### src/rtl/inst_encoder_pkg.sv
// rtl/inst_encoder_pkg.sv - shared widths, instruction field positions and field bundle type
// Field positions are shared with the instruction decoder so both sides agree on the layout.
package inst_encoder_pkg;

  localparam int WORD       = 32;
  localparam int ALU_OPCODE = 8;
  localparam int REGADDR    = 4;
  localparam int HALF       = 16;

  localparam int OPHI_HI     = 31;
  localparam int OPHI_LO     = 28;
  localparam int FLOAT       = 27;
  localparam int SRC         = 26;
  localparam int DST_HI      = 25;
  localparam int DST_LO      = 24;
  localparam int RD_HI       = 23;
  localparam int RD_LO       = 20;
  // rs (register form) and opcode low nibble (immediate form) share these bits
  localparam int RS_HI       = 19;
  localparam int RS_LO       = 16;
  localparam int OPLO_IMM_HI = 19;
  localparam int OPLO_IMM_LO = 16;
  localparam int OPLO_REG_HI = 15;
  localparam int OPLO_REG_LO = 12;
  localparam int IMM_HI      = 15;
  localparam int IMM12_HI    = 11;
  localparam int IMM_LO      = 0;

  typedef struct packed {
    logic [ALU_OPCODE-1:0] opcode;
    logic [REGADDR-1:0]    rd;
    logic [REGADDR-1:0]    rs;
    logic                  isfloat;
    logic                  src;
    logic [1:0]            dst;
    logic [HALF-1:0]       imm;
  } alu_fields_t;

endpackage

### src/rtl/inst_encoder_sync_fifo.sv
// rtl/inst_encoder_sync_fifo.sv - synchronous FIFO with occupancy output
// Caller guarantees push only when not full and pop only when not empty.
module sync_fifo #(
  parameter int DEPTH = 4,
  parameter int WIDTH = 32,
  parameter int LVL_W = $clog2(DEPTH) + 1
) (
  input  logic             clk,
  input  logic             rst,
  input  logic             push,
  input  logic [WIDTH-1:0] wdata,
  input  logic             pop,
  output logic [WIDTH-1:0] rdata,
  output logic [LVL_W-1:0] level
);

  localparam int PTR_W = $clog2(DEPTH);

  logic [WIDTH-1:0] mem_q [DEPTH];
  logic [PTR_W-1:0] wr_q, wr_d, rd_q, rd_d;
  logic [LVL_W-1:0] level_q, level_d;

  always_comb begin
    wr_d    = push ? wr_q + PTR_W'(1) : wr_q;
    rd_d    = pop  ? rd_q + PTR_W'(1) : rd_q;
    level_d = level_q;
    case ({push, pop})
      2'b10:   level_d = level_q + LVL_W'(1);
      2'b01:   level_d = level_q - LVL_W'(1);
      default: level_d = level_q;
    endcase
  end

  always_ff @(posedge clk) begin
    if (rst) begin
      wr_q    <= '0;
      rd_q    <= '0;
      level_q <= '0;
    end else begin
      wr_q    <= wr_d;
      rd_q    <= rd_d;
      level_q <= level_d;
    end
  end

  // Storage is not reset; stale entries are unreachable once the pointers clear.
  always_ff @(posedge clk) begin
    if (push && !rst) begin
      mem_q[wr_q] <= wdata;
    end
  end

  assign rdata = mem_q[rd_q];
  assign level = level_q;

endmodule

### src/rtl/inst_encoder.sv
// rtl/inst_encoder.sv - packs ALU fields into instruction words, queues them, emits with addresses
// Outputs are forced to their reset values combinationally while rst is high.
module inst_encoder
  import inst_encoder_pkg::*;
#(
  parameter int DEPTH  = 4,
  parameter int ADDR_W = 8
) (
  input  logic                       clk,
  input  logic                       rst,
  input  logic                       in_valid,
  output logic                       in_ready,
  input  logic [ALU_OPCODE-1:0]      opcode,
  input  logic [REGADDR-1:0]         rd,
  input  logic [REGADDR-1:0]         rs,
  input  logic                       isfloat,
  input  logic                       src,
  input  logic [1:0]                 dst,
  input  logic [HALF-1:0]            imm,
  output logic                       out_valid,
  input  logic                       out_ready,
  output logic [WORD-1:0]            out_inst,
  output logic [ADDR_W-1:0]          out_addr,
  input  logic                       base_load,
  input  logic [ADDR_W-1:0]          base_addr,
  output logic [$clog2(DEPTH):0]     level,
  output logic                       err_trunc,
  input  logic                       err_clear
);

  localparam int LVL_W = $clog2(DEPTH) + 1;

  function automatic logic [WORD-1:0] pack_inst(input alu_fields_t f);
    logic [WORD-1:0] w;
    w                      = '0;
    w[OPHI_HI:OPHI_LO]     = f.opcode[7:4];
    w[FLOAT]               = f.isfloat;
    w[SRC]                 = f.src;
    w[DST_HI:DST_LO]       = f.dst;
    w[RD_HI:RD_LO]         = f.rd;
    if (f.src) begin
      w[OPLO_IMM_HI:OPLO_IMM_LO] = f.opcode[3:0];
      w[IMM_HI:IMM_LO]           = f.imm;
    end else begin
      w[RS_HI:RS_LO]             = f.rs;
      w[OPLO_REG_HI:OPLO_REG_LO] = f.opcode[3:0];
      w[IMM12_HI:IMM_LO]         = f.imm[11:0];
    end
    return w;
  endfunction

  alu_fields_t       fields;
  logic [WORD-1:0]   inst_enc;
  logic [WORD-1:0]   fifo_rdata;
  logic [LVL_W-1:0]  fifo_level;
  logic              push, pop, trunc;
  logic [ADDR_W-1:0] addr_q, addr_d;
  logic              err_q, err_d;

  assign fields   = {opcode, rd, rs, isfloat, src, dst, imm};
  assign inst_enc = pack_inst(fields);
  assign trunc    = !src && (imm[HALF-1:12] != '0);

  assign in_ready  = !rst && (fifo_level != LVL_W'(DEPTH));
  assign out_valid = !rst && (fifo_level != '0);
  assign push      = in_valid && in_ready;
  assign pop       = out_valid && out_ready;

  sync_fifo #(
    .DEPTH (DEPTH),
    .WIDTH (WORD),
    .LVL_W (LVL_W)
  ) u_fifo (
    .clk   (clk),
    .rst   (rst),
    .push  (push),
    .wdata (inst_enc),
    .pop   (pop),
    .rdata (fifo_rdata),
    .level (fifo_level)
  );

  // A same-cycle load wins; the popped word has already shown the old address.
  always_comb begin
    addr_d = addr_q;
    if (base_load) begin
      addr_d = base_addr;
    end else if (pop) begin
      addr_d = addr_q + ADDR_W'(1);
    end
    err_d = err_q;
    if (err_clear) begin
      err_d = 1'b0;
    end
    if (push && trunc) begin
      err_d = 1'b1;
    end
  end

  always_ff @(posedge clk) begin
    if (rst) begin
      addr_q <= '0;
      err_q  <= 1'b0;
    end else begin
      addr_q <= addr_d;
      err_q  <= err_d;
    end
  end

  assign out_inst  = out_valid ? fifo_rdata : '0;
  assign out_addr  = rst ? '0 : addr_q;
  assign level     = rst ? '0 : fifo_level;
  assign err_trunc = !rst && err_q;

endmodule

### config.mk
export PLATFORM = sky130hd
export DESIGN_NAME = inst_encoder
export DESIGN_NICKNAME = d
export VERILOG_FILES = /design/src/rtl/inst_encoder_pkg.sv /design/src/rtl/inst_encoder_sync_fifo.sv /design/src/rtl/inst_encoder.sv
export SDC_FILE = /design/constraint.sdc
export NUM_CORES = 1
export LEC_CHECK = 0
export ABC_AREA = 1
export CORE_ASPECT_RATIO = 0.9
export CORE_MARGIN = 2
export CORE_UTILIZATION = 45
export DETAILED_ROUTE_END_ITERATION = 8
export PLACE_DENSITY = 0.79
export RECOVER_POWER = 100
export SLEW_MARGIN = 15
export SYNTH_ARGS = -nofsm -noshare
export SYNTH_HDL_FRONTEND = slang
export SYNTH_SLANG_ARGS = --single-unit
export TNS_END_PERCENT = 50
### constraint.sdc
create_clock -name clk -period 5.2 [get_ports clk]
set_input_delay 1.04 -clock clk [delete_from_list [all_inputs] [get_ports clk]]
set_output_delay 1.04 -clock clk [all_outputs]
set_load 0.01 [all_outputs]
==> flow_metrics.env, run 1 <==
export IMPL_htreeDepth=4
export IMPL_slew_violations=132
export IMPL_post_dp_hpwl_um=7910
export IMPL_clk_latency_ns=0.42
export IMPL_fp_coreArea_mm2=0.01336
export IMPL_fin_crit_sh=0.8968
export IMPL_p_leak_nw=2.875
export IMPL_gp_congestion=0.8477
export IMPL_wl_met2_um=6463
export IMPL_relSlewSlack=-0.3173
export IMPL_hp_class="reg -> reg"
export IMPL_synth_area_per_cell_um2=10.80
export IMPL_ys_warn_count=0
export IMPL_synth_seq_area_share=0.6820
export IMPL_hold_viol=0
export IMPL_cp_endpoint="out_inst[0]"
export IMPL_final_core_util=0.5756
export IMPL_rrSetupSlack_ns=2.32
export IMPL_cts_sinks=146
export IMPL_ctsResizeCount=0
export IMPL_first_pass_iters=5
export IMPL_synth_nets=628
export IMPL_worst_setup_path_start_kind="input pin"
export IMPL_rows=40
export IMPL_ys_seq_elements=146
export IMPL_ant_nets=0
export IMPL_cts_made_buffers=17
export IMPL_synth_top_cell_area_share=0.6235
export IMPL_cts_setup_buffers=0
export IMPL_nNetsFinal=719
export IMPL_reg2reg_from="u_fifo.level[1]"
export IMPL_via_per_inst=5.155
export IMPL_cts_tree="yes"
export IMPL_drt_initial_drc_count=373
export IMPL_power_density_mw_per_mm2=343.7
export IMPL_setup_tns_final_ns=0
export IMPL_cts_buffer_depth=2
export IMPL_grt_pass1_vias=4384
export IMPL_track_usage=0.1923
export IMPL_min_period_ns=4.663
export IMPL_area_growth_pct=24.76
export IMPL_via_count=4351
export IMPL_io_pins=96
export IMPL_ys_top_cells_by_count="nor2_1 (163), edfxtp_1 (128), nand2_1 (49)"
export IMPL_failed_checks="max-capacitance violations, max-slew violations"
export IMPL_die_area_mm2=0.01465
export IMPL_hold_ws_ns=0.4840
export IMPL_die_x_um=127.4
export IMPL_synth_area_mm2=0.006165
export IMPL_drt_total_wl_um=13300
export IMPL_ys_top_cells_by_area="edfxtp_1 (62%), nor2_1 (9.9%), dfxtp_1 (5.8%)"
export IMPL_clk_pin_slew_ns=0.05
export IMPL_rsz0062_at_grt="no"
export IMPL_grt_pass1_wl_um=21340
export IMPL_max_slew_worst_pin_slew_ns=1.974
export IMPL_fmax_mhz=214.4
export IMPL_synth_edff_count=128
export IMPL_ys_flop_type="edfxtp_1"
export IMPL_peakVddDrop_mv=0.2285
export IMPL_drive_gt1_frac=0.05778
export IMPL_die_y_um=115.0
export IMPL_start_util=0.4613
export IMPL_n_fill_cell=1102
export IMPL_wl_met1_um=5664
export IMPL_synthCells=571
export IMPL_worstSetupEndpointType="output pin"
export IMPL_outcome="finished, violations left"
export IMPL_startpoint="rst"
export IMPL_timing_rr_end="u_fifo.mem_q[1][24]"
export IMPL_wl_met3_um=973
export IMPL_post_drt_wl_per_cell_um=15.75
export IMPL_hp_start="err_q"
export IMPL_cts_hold_buf=0
export IMPL_synthArstFlopShare=0
export IMPL_synthMostInstantiatedCell="nor2_1"
export IMPL_yosysUniqueCellTypes=26
export IMPL_worstPathMaxFanout=23
export IMPL_drv_cap=4
export IMPL_finalClockSkew_ns=0.01063
export IMPL_grt_overflow=0
export IMPL_worst_setup_path_type="in -> out"
export IMPL_top_layer_used="met4"
export IMPL_power_total_mw=2.644
export IMPL_portBuffers=95
export IMPL_worstRegToRegCells=4
export IMPL_synth_top_area_cell="edfxtp_1"
export IMPL_required_ns=4.16
export IMPL_critPathArrivalTime_ns=3.62
export IMPL_grt_max_degree=65
export IMPL_drc=0
export IMPL_final_setup_viol_count=0
export IMPL_root_buffer="clkbuf_16"
export IMPL_grt_antenna_before_repair=1
[routing by layer]
layer / global-route usage / up-vias
li1: - / 2130
met1: 0.2474 / 2024
met2: 0.3148 / 181
met3: 0.05537 / 16
met4: 0.06886 / 0
met5: 0 / -
[worst max-delay path: stages]
cell and delay (ns):
dlygate4sd3_1 0.54, buf_4 0.21, inv_1 0.23, nand2_1 0.40, buf_4 0.37, a21oi_1 0.19
dlygate4sd3_1 0.63
[cell usage in the layout (no fill, tap or decap)]
master / netlist / routed
diode_2: 0 / 1
dfxtp_2: 0 / 1
inv_1: 26 / 29
o32ai_1: 1 / 1
nand2_2: 2 / 1
o21ai_0: 40 / 42
edfxtp_1: 128 / 128
inv_2: 6 / 3
nor3_1: 1 / 1
dlygate4sd3_1: 0 / 70
nand4_1: 1 / 1
nor2_2: 1 / 5
xnor2_1: 1 / 1
ha_1: 6 / 6
dfxtp_1: 18 / 17
fa_1: 1 / 1
buf_4: 1 / 5
nor2_1: 163 / 159
clkbuf_1: 8 / 8
clkinv_2: 0 / 2
clkdlybuf4s50_1: 0 / 25
xor2_1: 2 / 2
clkbuf_16: 0 / 17
clkbuf_8: 0 / 2
a21oi_1: 43 / 44
nand3_1: 11 / 12
clkinvlp_4: 0 / 2
o21ai_1: 40 / 38
clkinv_4: 0 / 1
nand2_1: 49 / 51
[final cells by class]
type	count	area, um2	area share
multi-input cells	365	1648	0.2143
inverters	32	120.1	0.01562
well taps	168	210.2	0.02733
clock buffers	27	483.0	0.06279
clock inverters	5	33.78	0.004392
diodes	1	2.502	0.0003254
repair buffers	100	988.4	0.1285
flip-flops and latches	146	4205	0.5468
[worst min path at each step]
| stage | depth (start not counted) | end | slack, ns |
|---|---|---|---|
| CTS | 2 | err_q | 0.49 |
| finish | 2 | err_q | 0.48 |
| global placement | 2 | addr_q[4] | 0.47 |
| detailed placement | 1 | register | 0.47 |
| floorplan | 2 | addr_q[4] | 0.46 |
| global route | 2 | err_q | 0.51 |
[metrics by stage]
| stage | instances | instance area (um2) | worst slack, ns |
|---|---|---|---|
| after floorplan | 571 | 6165 | 2.025 |
| after global placement | 811 | 7218 | 0.9173 |
| after detailed placement | 811 | 7218 | 0.7955 |
| after CTS | 843 | 7735 | 0.7868 |
| after global routing | 843 | 7689 | 0.3787 |
| final | 844 | 7691 | 0.5366 |
[state kept, by name (all words and copies together) (netlist names), named ones only]
signal / count
addr_q: 8
u_fifo.mem_q: 128
u_fifo.wr_q: 2
u_fifo.rd_q: 2
err_q: 1
u_fifo.level: 3
[where the power goes]
group          total (mW)  internal, mW  switching (mW)
sequential           1.33          1.31          0.0136
combinational       0.250         0.101           0.149
clock                1.07         0.633           0.432
[cell families after synthesis]
kind of cell,after synthesis,synth area share
DFF,146,0.6820
and+or+nand+nor,230,0.1476
adders and majority gates,7,0.01543
xor gates and xnor gates,3,0.004263
buffers and inverters,60,0.04810
AOI/OAI and AO/OA,125,0.1027
Power figures use the tool's default switching activity.
==> run 2: changes to the inputs <==
CAP_MARGIN = 10   (was not set)
CORE_UTILIZATION = 58   (was 45)
PLACE_DENSITY = 0.95   (was 0.79)
SKIP_LAST_GASP = 1   (was not set)
==> run 2 against run 1 <==
The flow still finishes with violations (max-capacitance violations, max-slew violations). Clock skew barely moved. Combinational power barely moved. Sequential cell count did not move. Die area fell by 22%. Final cell count fell by 4.9%. Routed wire length rose by 2.1%. Power rose by 4.2%. Critical path depth did not move. Utilization rose by 17 points. Via count rose by 2.9%. Register-to-register slack improved by 0.03 ns. Global-route usage rose by 5.2 points. Critical path type unchanged. Critical endpoint is now out_inst[25]. Largest power group unchanged. Highest routed layer unchanged.
==> flow_metrics.env, run 2 (synthesis results as in run 1) <==
export IMPL_worstPathMaxFanout=23
export IMPL_clk_latency_ns=0.42
export IMPL_rrSetupSlack_ns=2.35
export IMPL_grt_pass1_vias=4374
export IMPL_cts_tree="yes"
export IMPL_min_period_ns=4.648
export IMPL_outcome="finished, violations left"
export IMPL_worst_setup_path_type="in -> out"
export IMPL_required_ns=4.16
export IMPL_seq_area_mm2=0.004205
export IMPL_ctsResizeCount=0
export IMPL_clk_pin_slew_ns=0.06
export IMPL_cts_setup_buffers=0
export IMPL_first_pass_iters=7
export IMPL_n_fill_cell=639
export IMPL_htreeDepth=4
export IMPL_cts_hold_buf=0
export IMPL_gp_congestion=0.9349
export IMPL_clkPwrFrac=0.426
export IMPL_portBuffers=95
export IMPL_nNetsFinal=718
export IMPL_grt_antenna_before_repair=0
export IMPL_slew_violations=132
export IMPL_post_dp_hpwl_um=7836
export IMPL_drt_initial_drc_count=394
export IMPL_peakVddDrop_mv=0.2058
export IMPL_via_count=4477
export IMPL_io_pins=96
export IMPL_switchingPower_mw=0.6659
export IMPL_hp_class="reg -> reg"
export IMPL_mostFrequentLayoutCells="nor2_1 (159), edfxtp_1 (128), dlygate4sd3_1 (70)"
export IMPL_pwr_share_seq=0.482
export IMPL_area_growth_pct=24.74
export IMPL_failed_checks="max-capacitance violations, max-slew violations"
export IMPL_placed_cell_area_mm2=0.007162
export IMPL_timing_rr_end="u_fifo.mem_q[3][0]"
export IMPL_rows=35
export IMPL_track_usage=0.2445
export IMPL_die_y_um=101.8
export IMPL_fp_coreArea_mm2=0.01029
export IMPL_via_per_inst=5.575
export IMPL_largest_register_ffs=128
export IMPL_start_util=0.5990
export IMPL_worstRegToRegCells=4
export IMPL_fin_crit_sh=0.8939
export IMPL_cts_made_buffers=17
export IMPL_layout_commonest_cell="nor2_1"
export IMPL_worst_setup_path_start_kind="input pin"
export IMPL_rsz0062_at_grt="no"
export IMPL_grt_max_degree=65
export IMPL_setup_tns_final_ns=0
export IMPL_finalClockSkew_ns=0.01044
export IMPL_worstSetupEndpointType="output pin"
export IMPL_p_leak_nw=2.892
export IMPL_grt_pass1_wl_um=21130
export IMPL_die_area_mm2=0.01147
export IMPL_relSlewSlack=-0.2310
export IMPL_post_drt_wl_per_cell_um=16.91
export IMPL_root_buffer="clkbuf_16"
export IMPL_drt_total_wl_um=13580
export IMPL_worstHoldPathCells=2
export IMPL_hp_start="err_q"
export IMPL_final_area_mm2=0.007690
export IMPL_grt_overflow=0
export IMPL_ant_nets=0
export IMPL_registers_top_by_ff_count="u_fifo.mem_q"
export IMPL_power_density_mw_per_mm2=358.1
export IMPL_cts_buffer_depth=2
export IMPL_hold_viol=0
export IMPL_drc=0
export IMPL_fmax_mhz=215.1
export IMPL_swShare=0.2418
export IMPL_hold_path_end="err_q"
export IMPL_max_slew_worst_pin_slew_ns=1.844
export IMPL_cts_sinks=146
export IMPL_final_setup_viol_count=0
export IMPL_diodes=0
export IMPL_drv_cap=4
export IMPL_die_x_um=112.7
export IMPL_power_frac_comb=0.092
export IMPL_drive_gt1_frac=0.06677
export IMPL_multi_input_area_mm2=0.001648
export IMPL_reg2reg_from="u_fifo.level[1]"
export IMPL_critPathArrivalTime_ns=3.61
export IMPL_p_int_mw=2.088
## run 2: cell types whose count changed in the layout (fill, tap and decap cells not counted)
cell	delta
clkbuf_1	-7
inv_6	+4
clkinvlp_4	+3
inv_8	+3
clkbuf_8	-2
clkinv_2	-2
buf_4	-1
bufinv_16	+1
clkinv_1	+1
diode_2	-1
inv_1	-1
## run 2: area by class of cell
cell class / count / area share
Sequential cell: 146 / 0.5469
Multi-Input combinational cell: 365 / 0.2143
Timing Repair Buffer: 99 / 0.1276
Clock buffer: 18 / 0.05581
Tap cell: 129 / 0.02099
Clock inverter: 14 / 0.01887
Inverter: 32 / 0.01562
## run 2: worst max-delay path, cell delays in order
cell           delay [ns]
dlygate4sd3_1        0.53
buf_4                0.21
inv_1                0.22
nand2_1              0.41
buf_4                0.37
a21oi_1              0.18
dlygate4sd3_1        0.63
## run 2: worst max path at each step
stage | startpoint | to | slack [ns] | depth (start not counted)
floorplan | rst | u_fifo.mem_q[0][0] | 2.03 | 3
global placement | rst | out_inst[31] | 0.93 | 7
detailed placement | rst | out_inst[27] | 0.84 | 7
CTS | rst | out_inst[25] | 0.82 | 7
global route | rst | out_inst[4] | 0.38 | 7
finish | rst | out_inst[25] | 0.55 | 7
## run 2: power by group through the flow
stage                     combinational (mW)  sequential (mW)  clock (mW)
after global routing                   0.280             1.33        1.23
after global placement                 0.256             1.35           0
after floorplan                        0.146             1.35           0
after CTS                              0.272             1.33        1.18
after detailed placement               0.268             1.35           0
final                                  0.252             1.33        1.17
## run 2: metal layers
layer / track usage / vias up / part of all wire
li1: - / 2131 / -
met1: 0.3003 / 2102 / 0.40
met2: 0.4192 / 211 / 0.51
met3: 0.05984 / 33 / 0.072
met4: 0.1051 / 0 / 0.018
met5: 0 / - / 0
## run 2: metrics by stage
| step | worst slack, ns | hold WS [ns] | instances | power (mW) | utilization |
|---|---|---|---|---|---|
| final | 0.5517 | 0.5042 | 803 | 2.754 | 0.7472 |
| after global routing | 0.3788 | 0.5373 | 803 | 2.839 | 0.7472 |
| after CTS | 0.8173 | 0.5007 | 803 | 2.777 | 0.7517 |
| after detailed placement | 0.8380 | 0.4849 | 771 | 1.620 | 0.6959 |
| after global placement | 0.9329 | 0.4723 | 771 | 1.606 | 0.6959 |
| after floorplan | 2.025 | 0.4567 | 571 | 1.494 | - |
==> patch: new RTL, flow settings as in run 2 <==
Put a register stage on the output `err_trunc`. The value now appears one clock later. The other outputs are not delayed to match.
--- a/src/rtl/inst_encoder.sv
+++ b/src/rtl/inst_encoder.sv
@@ -110,7 +110,9 @@
   assign out_inst  = out_valid ? fifo_rdata : '0;
   assign out_addr  = rst ? '0 : addr_q;
   assign level     = rst ? '0 : fifo_level;
-  assign err_trunc = !rst && err_q;
+  always_ff @(posedge clk) begin
+    err_trunc <= !rst && err_q;
+  end
 
 endmodule
 
Function: changed (a bounded check fails within 4 cycles, from zero or initial values and one cycle with rst high).
==> patch against run 2 <==
Utilization grew 0.78 points; register-to-register slack lost 40 ps; sequential cell count grew 1; worst setup slack lost 1.1 ps; power grew 5.6%; largest power group unchanged; count of clock-buffer cells in the layout shrank 1; the run still ends with capacitance limit, slew limit left; critical path depth is the same; routed wire length grew 4.8%; synthesized area grew 0.32%; cell area grew 1.0%.
==> patch: results (changes against run 2) <==
[status]
status=finished with violations
violations=capacitance limit, slew limit

[placement]
dp_hpwl_um=8210  ; +4.8%
placed_cells=772  ; +0.13%
place_ws_ps=852  ; +13.8 ps
gp_congestion=0.959  ; +2.6%
place_area_um2=7180  ; +0.28%

[logic_synthesis]
synthesis.nets=629  ; +0.16%
synth_area_leaders=edfxtp_1 (62%), nor2_1 (9.9%), dfxtp_1 (6.2%)
seq_area_frac_synth_pct=68.3  ; +0.10 points
synth.distinct_cells=26  ; unchanged
synth_commonest_cells=nor2_1 (163), edfxtp_1 (128), nand2_1 (49)
synth-xor-area-share_pct=0.425  ; -0.0014 points
syn_inst=572  ; +0.18%
synth-adder-area-share_pct=1.54  ; -0.0050 points
synth_compound_area_share_pct=10.2  ; -0.033 points

[route]
vias_per_cell=5.77  ; +3.5%
firstDrtPassIters=5  ; -2
wl_um=14200  ; +4.8%
wl_per_cell_um=17.7  ; +4.9%
drt_iter0_drc=458  ; +16%
routed.top_layer=met4
m1WireLength_um=5600  ; +4.1%
wl_met2_um=7050  ; +0.90%
route.met3.wl_um=1150  ; +18%

[timing]
drv_slew=132  ; unchanged
clock_skew_ps=8.42  ; -2.02 ps
max_slew_margin_pct=-25.4  ; -2.3 points

[cts]
cts_buffer_depth=2  ; unchanged
cts_max_level=4  ; unchanged
root_buffer=clkbuf_16
cts_setup_buffers=0  ; unchanged

[cells_and_area]
drive_gt1_share_pct=6.39  ; -0.29 points
fin_nets=719  ; +0.14%
top_register=u_fifo.mem_q

[power_and_ir_drop]
finalPower_mw=2.91  ; +5.6%
power_frac_comb_pct=8.8  ; -0.4 points
p_leak_nw=2.94  ; +1.6%
p_clk_mw=1.31  ; +12%
ir_worst_vdd_uv=360  ; +75%
p_sw_uw=637  ; -4.3%

[global_routing]
grt_use_met2_pct=42.5  ; +0.60 points
grt.total_usage_pct=25.5  ; +1.1 points
grt_pass1_wl_um=22300  ; +5.5%
grt_pass1_vias=4606  ; +5.3%
use_met3_pct=5.81  ; -0.17 points
use_met1_pct=31.8  ; +1.7 points

[critical_path]
cp_data_arrival_time_ps=3610  ; about the same

[flow_run]
max_cap_viol_count=4  ; unchanged

==> patch: critical path, stage by stage <==
cell	delay (ps)
dlygate4sd3_1	530
buf_4	210
inv_1	250
nand2_1	390
buf_4	360
a21oi_1	190
dlygate4sd3_1	630
==> patch: final timing paths <==
kind                                      start                  to  slack (ps)  depth (start not counted)
worst max-delay path                        rst         out_inst[4]         550                          7
worst min-delay path                      err_q           err_trunc         440                          2
worst max register to register  u_fifo.level[1]  u_fifo.mem_q[1][2]        2310                          4
worst min register to register            err_q           err_trunc         440                          2
==> patch: cell families (layout without fill, tap and decap cells) <==
logic type               after synthesis  in the layout
AND/OR/NAND/NOR                      230            230
flip-flops                           147            147
AO/OA/AOI/OAI                        125            125
buffers and inverters                 60            161
adder cells (fa/ha/maj)                7              7
XOR/XNOR                               3              3
==> patch: cell type report <==
cell class              instances  area (um2)
multi-input cells             365        1650
flip-flops and latches        147        4230
clock inverters                13         209
well taps                     129         161
inverters                      32         120
fillers                       638        2520
repair buffers                 99         981
clock buffers                  17         425
